===== src/rtl/rst_seq_pkg.sv =====
// Shared types for the board reset sequencer.
// State encoding is exported on seq_state for debug.
package rst_seq_pkg;

  typedef enum logic [2:0] {
    HOLD     = 3'd0,
    SETTLE   = 3'd1,
    WAIT_ACK = 3'd2,
    RUN      = 3'd3,
    SOFT     = 3'd4,
    FAULT    = 3'd5
  } seq_state_t;

  function automatic int cnt_width(
    input int a,
    input int b,
    input int c
  );
    int m;
    m = a;
    if (b > m) m = b;
    if (c > m) m = c;
    return $clog2(m + 1);
  endfunction

endpackage


===== src/rtl/rst_sync2.sv =====
// Two-flop reset synchronizer: async assert, sync deassert.
// rst_n_int rises on the 2nd clk edge after RST_n rises.
module rst_sync2 (
  input  logic clk,
  input  logic RST_n,
  output logic rst_n_int
);

  logic s1_q;
  logic s2_q;

  always_ff @(posedge clk or negedge RST_n) begin
    if (!RST_n) begin
      s1_q <= 1'b0;
      s2_q <= 1'b0;
    end else begin
      s1_q <= 1'b1;
      s2_q <= s1_q;
    end
  end

  assign rst_n_int = s2_q;

endmodule


===== src/rtl/reset_sequencer.sv =====
// Board reset controller: releases reset domains one at a time,
// waits for each ack, services soft resets, flags dead domains.
module reset_sequencer
  import rst_seq_pkg::*;
#(
  parameter int NUM_DOM   = 3,
  parameter int STAGE_DLY = 16,
  parameter int ACK_TO    = 255,
  parameter int SOFT_HOLD = 64
) (
  input  logic               clk,
  input  logic               RST_n,
  input  logic               soft_rst_req,
  input  logic [NUM_DOM-1:0] dom_ack,
  output logic [NUM_DOM-1:0] dom_rst_n,
  output logic               sys_ready,
  output logic               timeout_err,
  output logic [2:0]         seq_state
);

  localparam int CW = cnt_width(STAGE_DLY, ACK_TO, SOFT_HOLD);
  localparam int IW = (NUM_DOM > 1) ? $clog2(NUM_DOM) : 1;

  localparam logic [CW-1:0] STG_LAST  = CW'(STAGE_DLY - 1);
  localparam logic [CW-1:0] ACK_LAST  = CW'(ACK_TO - 1);
  localparam logic [CW-1:0] SOFT_LAST = CW'(SOFT_HOLD - 1);
  localparam logic [IW-1:0] IDX_LAST  = IW'(NUM_DOM - 1);

  logic rst_n_int;

  seq_state_t         state_q, state_d;
  logic [CW-1:0]      cnt_q, cnt_d;
  logic [IW-1:0]      idx_q, idx_d;
  logic [NUM_DOM-1:0] dom_rst_n_q, dom_rst_n_d;
  logic               sys_ready_q, sys_ready_d;
  logic               timeout_err_q, timeout_err_d;

  rst_sync2 u_sync (
    .clk       (clk),
    .RST_n     (RST_n),
    .rst_n_int (rst_n_int)
  );

  always_comb begin
    state_d       = state_q;
    cnt_d         = cnt_q;
    idx_d         = idx_q;
    dom_rst_n_d   = dom_rst_n_q;
    sys_ready_d   = sys_ready_q;
    timeout_err_d = timeout_err_q;

    unique case (state_q)
      HOLD: begin
        state_d = SETTLE;
        idx_d   = '0;
        cnt_d   = '0;
      end
      SETTLE: begin
        if (cnt_q == STG_LAST) begin
          dom_rst_n_d[idx_q] = 1'b1;
          cnt_d              = '0;
          state_d            = WAIT_ACK;
        end else begin
          cnt_d = cnt_q + CW'(1);
        end
      end
      WAIT_ACK: begin
        if (dom_ack[idx_q]) begin
          if (idx_q == IDX_LAST) begin
            state_d     = RUN;
            sys_ready_d = 1'b1;
          end else begin
            idx_d   = idx_q + IW'(1);
            cnt_d   = '0;
            state_d = SETTLE;
          end
        end else if (cnt_q == ACK_LAST) begin
          timeout_err_d = 1'b1;
          dom_rst_n_d   = '0;
          state_d       = FAULT;
        end else begin
          cnt_d = cnt_q + CW'(1);
        end
      end
      RUN: begin
        sys_ready_d = 1'b1;
        dom_rst_n_d = '1;
      end
      SOFT: begin
        if (cnt_q == SOFT_LAST) begin
          state_d = SETTLE;
          idx_d   = '0;
          cnt_d   = '0;
        end else begin
          cnt_d = cnt_q + CW'(1);
        end
      end
      FAULT: begin
        dom_rst_n_d = '0;
        sys_ready_d = 1'b0;
      end
      default: state_d = HOLD;
    endcase

    // A soft request overrides any same-cycle ack or timeout.
    if (soft_rst_req && state_q != HOLD) begin
      state_d       = SOFT;
      cnt_d         = '0;
      dom_rst_n_d   = '0;
      sys_ready_d   = 1'b0;
      timeout_err_d = 1'b0;
    end
  end

  always_ff @(posedge clk or negedge rst_n_int) begin
    if (!rst_n_int) begin
      state_q       <= HOLD;
      cnt_q         <= '0;
      idx_q         <= '0;
      dom_rst_n_q   <= '0;
      sys_ready_q   <= 1'b0;
      timeout_err_q <= 1'b0;
    end else begin
      state_q       <= state_d;
      cnt_q         <= cnt_d;
      idx_q         <= idx_d;
      dom_rst_n_q   <= dom_rst_n_d;
      sys_ready_q   <= sys_ready_d;
      timeout_err_q <= timeout_err_d;
    end
  end

  assign dom_rst_n   = dom_rst_n_q;
  assign sys_ready   = sys_ready_q;
  assign timeout_err = timeout_err_q;
  assign seq_state   = state_q;

endmodule

===== config.mk =====
export PLATFORM = sky130hd
export DESIGN_NAME = reset_sequencer
export DESIGN_NICKNAME = d
export VERILOG_FILES = /design/src/rtl/rst_seq_pkg.sv /design/src/rtl/rst_sync2.sv /design/src/rtl/reset_sequencer.sv
export SDC_FILE = /design/constraint.sdc
export NUM_CORES = 1
export LEC_CHECK = 0
export ABC_AREA = 1
export CAP_MARGIN = 10
export CORE_MARGIN = 1
export CORE_UTILIZATION = 50
export CTS_CLUSTER_SIZE = 16
export DETAILED_ROUTE_END_ITERATION = 6
export DONT_BUFFER_PORTS = 1
export HOLD_SLACK_MARGIN = 0.05
export PLACE_DENSITY = 0.64
export SYNTH_ARGS = -nofsm -noshare
export SYNTH_HDL_FRONTEND = slang
export SYNTH_SLANG_ARGS = --single-unit

===== constraint.sdc =====
create_clock -name clk -period 1.8 [get_ports clk]
set_input_delay 0.27 -clock clk [delete_from_list [all_inputs] [get_ports clk]]
set_output_delay 0.27 -clock clk [all_outputs]
set_load 0.05 [all_outputs]

==> summary.md <==
| Metric | Value |
|---|---|
| Status | finished, final reports clean |
| CTS H-tree depth | 1 |
| #FFs+latches synth | 20 |
| Vias in the first global route | 1136 |
| Post-route ant nets | 0 |
| Synth Area in XOR/XNOR | 0.0255 |
| Setup TNS | 0 ns |
| GR Overflow Total | 0 |
| Critical Path Stages | 12 |
| Post-synthesis sequential area ratio | 0.364 |
| Worst skew pair latency | 0.31 ns |
| Final Non-Filler Cells | 242 |
| Tmin final | 1.69 ns |
| Total GRT Usage | 0.238 |
| Area Growth Syn to Fin | 10.5% |
| Nets | 224 |
| Largest fanout on the critical path | 8 |
| Worst endpoint data arrival time | 1.91 ns |
| Final setup fails | 0 |
| Slew Limit Fails | 0 |
| Crit-path cells | inv_1 > ha_1 > nand2_1 > nor2_1 > nand2_1 > nor2_1 > nand2_1 > nand2_2 > nor2_4 > inv_4 > nand2_1 > nand2_1 |
| Post-route cell area | 0.00152 mm^2 |
| Syn. warnings | 0 |
| Final Hold Fails | 0 |
| Main combinational cell family by area after synthesis | simple AND/OR/NAND/NOR gates |
| Critical path's largest stage delay | 0.43 ns |
| Largest net degree at the start of global routing | 19 |
| Mux share of post-synthesis cell area | 0 |
| DR WL/cell | 12.7 um |
| Root buf cell | clkbuf_4 |
| Endpoint type of the worst setup path | flip-flop |
| Io pins | 14 |
| First drt pass iteration count | 4 |
| Unique masters post-synth | 23 |
| Synth Area in Compound Gates | 0.0573 |
| Area post-placement | 0.00144 mm^2 |
| Hold Path Class | in2async |
| RSZ-0062 raised after global routing | false |
| Antenna Cells | 0 |
| CP startpoint kind | flip-flop |
| Crit-path leading delay family | simple AND/OR/NAND/NOR gates |
| Fmax | 0.590 GHz |
| Register area | 500 um^2 |
| Die Wd | 54.5 um |
| Fin Clk Skew | 0.00108 ns |
| CP Class | reg2reg |
| Reg2reg path depth | 12 |
| Hold_ws | 0.168 ns |
| Core Area | 0.00254 mm^2 |
| Buffers and inverters on the worst path | 2 |
| First-pass GRT wire length | 5000 um |
| # resized after CTS | 0 |
| Half-perimeter wire length after placement | 2300 um |
| Area of the multi-input gates | 782 um^2 |
| Mapped Cells | 201 |
| Worst-case vdd ir drop | 1310 uV |
| CP required | 2.01 ns |
| Routed wire length | 3070 um |
| Net Count, Synth | 212 |
| Initial DRC Count | 51 |
| Slew @ Worst Pin | 0.718 ns |
| Fillers | 236 |
| Most used cell, CP | nand2_1 |
| Total number of vias | 1305 |
| Gpl congestion | 0.929 |
| Die height | 54.5 um |
| Pwr Density | 1600 mW/mm^2 |
| Clock sink count | 20 |
| Synth Area in Simple Gates | 0.433 |
| Max Root-Sink Buffers | 2 |
| Max-slew headroom | 0.522 |
| Slowest-stage cell, CP | dfrtp_1 |
| Via density | 5.39 |
| Die area | 0.00297 mm^2 |
| CTS tree | done |
| Cells after DPL | 234 |
| Adder-cell share of the synthesized area | 0.0455 |
| Final Cycle Share | 0.941 |
| Share of cells above drive strength 1 | 0.127 |
| Max cap viols | 0 |
| Reg clk slew, reported paths | 0.12 ns |
| DRC Markers | 0 |
| IO buf count | 0 |
| Antenna violations before repair | 0 |
| Cell Area, Synth | 0.00138 mm^2 |
| CTS Buf Count | 3 |
| Row cnt | 18 |
| Initial core utilization | 0.541 |
| Syn_area_per_cell | 6.85 um^2 |
| Power, Total | 2.43 mW |
| LEAKAGE | 0.849 nW |
registers in the layout, indices dropped and copies added (netlist names):
register,flops
cnt_q,8
dom_rst_n,3
idx_q,2
seq_state,3
sys_ready,1
timeout_err,1
u_sync.rst_n_int,1
u_sync.s1_q,1
layer usage:
metal  vias up  part of all wire  GRT usage
met5         -                 0          0
met4         0             0.013     0.0769
met3         5             0.065     0.0250
met2        46              0.42      0.341
met1       589              0.50      0.366
li1        665                 -          -
cells by family after synthesis:
group | after synthesis
and+or+nand+nor | 131
xor gates and xnor gates | 4
buffers and inverters | 26
other | 1
adders and majority gates | 5
AOI/OAI and AO/OA | 14
DFF | 20
cells in the mapped netlist, drive strengths merged:
| library cell | instances | area (um^2) |
|---|---|---|
| nand3 | 33 | 185 |
| nor2 | 17 | 83.8 |
| conb | 1 | 3.75 |
| a21oi | 3 | 18.8 |
| inv | 26 | 100 |
| o21a | 1 | 7.51 |
| o21ai | 9 | 45.0 |
| nor3 | 8 | 40.0 |
| nand2 | 71 | 274 |
| o211ai | 1 | 7.51 |
| xnor2 | 1 | 8.76 |
| nand4 | 2 | 12.5 |
| dfrtp | 20 | 500 |
| ha | 5 | 62.6 |
| xor2 | 3 | 26.3 |
worst register-to-register path: cells and delay by family (launching register included):
family	cells	cell delay, ns
simple gates	9	0.84
flops	1	0.43
fa+ha+maj	1	0.19
buf+inv	2	0.14
metrics by stage:
| stage | utilization | setup WS [ns] |
|---|---|---|
| floorplan | - | 0.138 |
| global placement | 0.564 | 0.147 |
| detailed placement | 0.564 | 0.125 |
| CTS | 0.589 | 0.103 |
| global route | 0.597 | 0.0107 |
| finish | 0.597 | 0.106 |
final cells by class:
class,count,share of cell area
multi-input combinational,156,0.514
sequential,20,0.329
inverter,26,0.0658
timing repair buffer,6,0.0313
tap,30,0.0247
clock inverter,1,0.0198
clock buffer,3,0.0148
final timing paths:
path	start	to	slack [ns]
max	cnt_q[0]	cnt_q[2]	0.11
min	RST_n	u_sync.rst_n_int	0.17
max reg2reg	cnt_q[0]	cnt_q[2]	0.11
min reg2reg	u_sync.rst_n_int	cnt_q[2]	0.30
max in group asynchronous	u_sync.rst_n_int	dom_rst_n[1]	1.05
min in group clk	soft_rst_req	cnt_q[4]	0.26
power by group:
part	switching, mW	internal (mW)
sequential	0.251	0.546
clock	0.153	0.225
combinational	0.869	0.386
placed cells by master, fill, tap and decap left out, types with 2 or more instances in the layout:
cell       n
nand4_1    2
nor2_1    13
o21ai_1    3
nand2_1   68
ha_1       5
inv_1     21
dfrtp_1   20
nand3_1   29
o21ai_0    6
nor3_1     8
nor2_2     3
nand3_2    4
a21oi_1    2
clkbuf_4   3
nand2_2    3
inv_2      4
xor2_1     3
nor2_4     2
buf_4      5
what timing repair did:
action / CTS / global route
endpoints found under the setup margin: 0 / 8
setup buffers: 0 / 2
hold buffers: 1 / 0
endpoints found under the hold margin: 2 / 0
No activity file was read; power rests on OpenSTA's default activity.
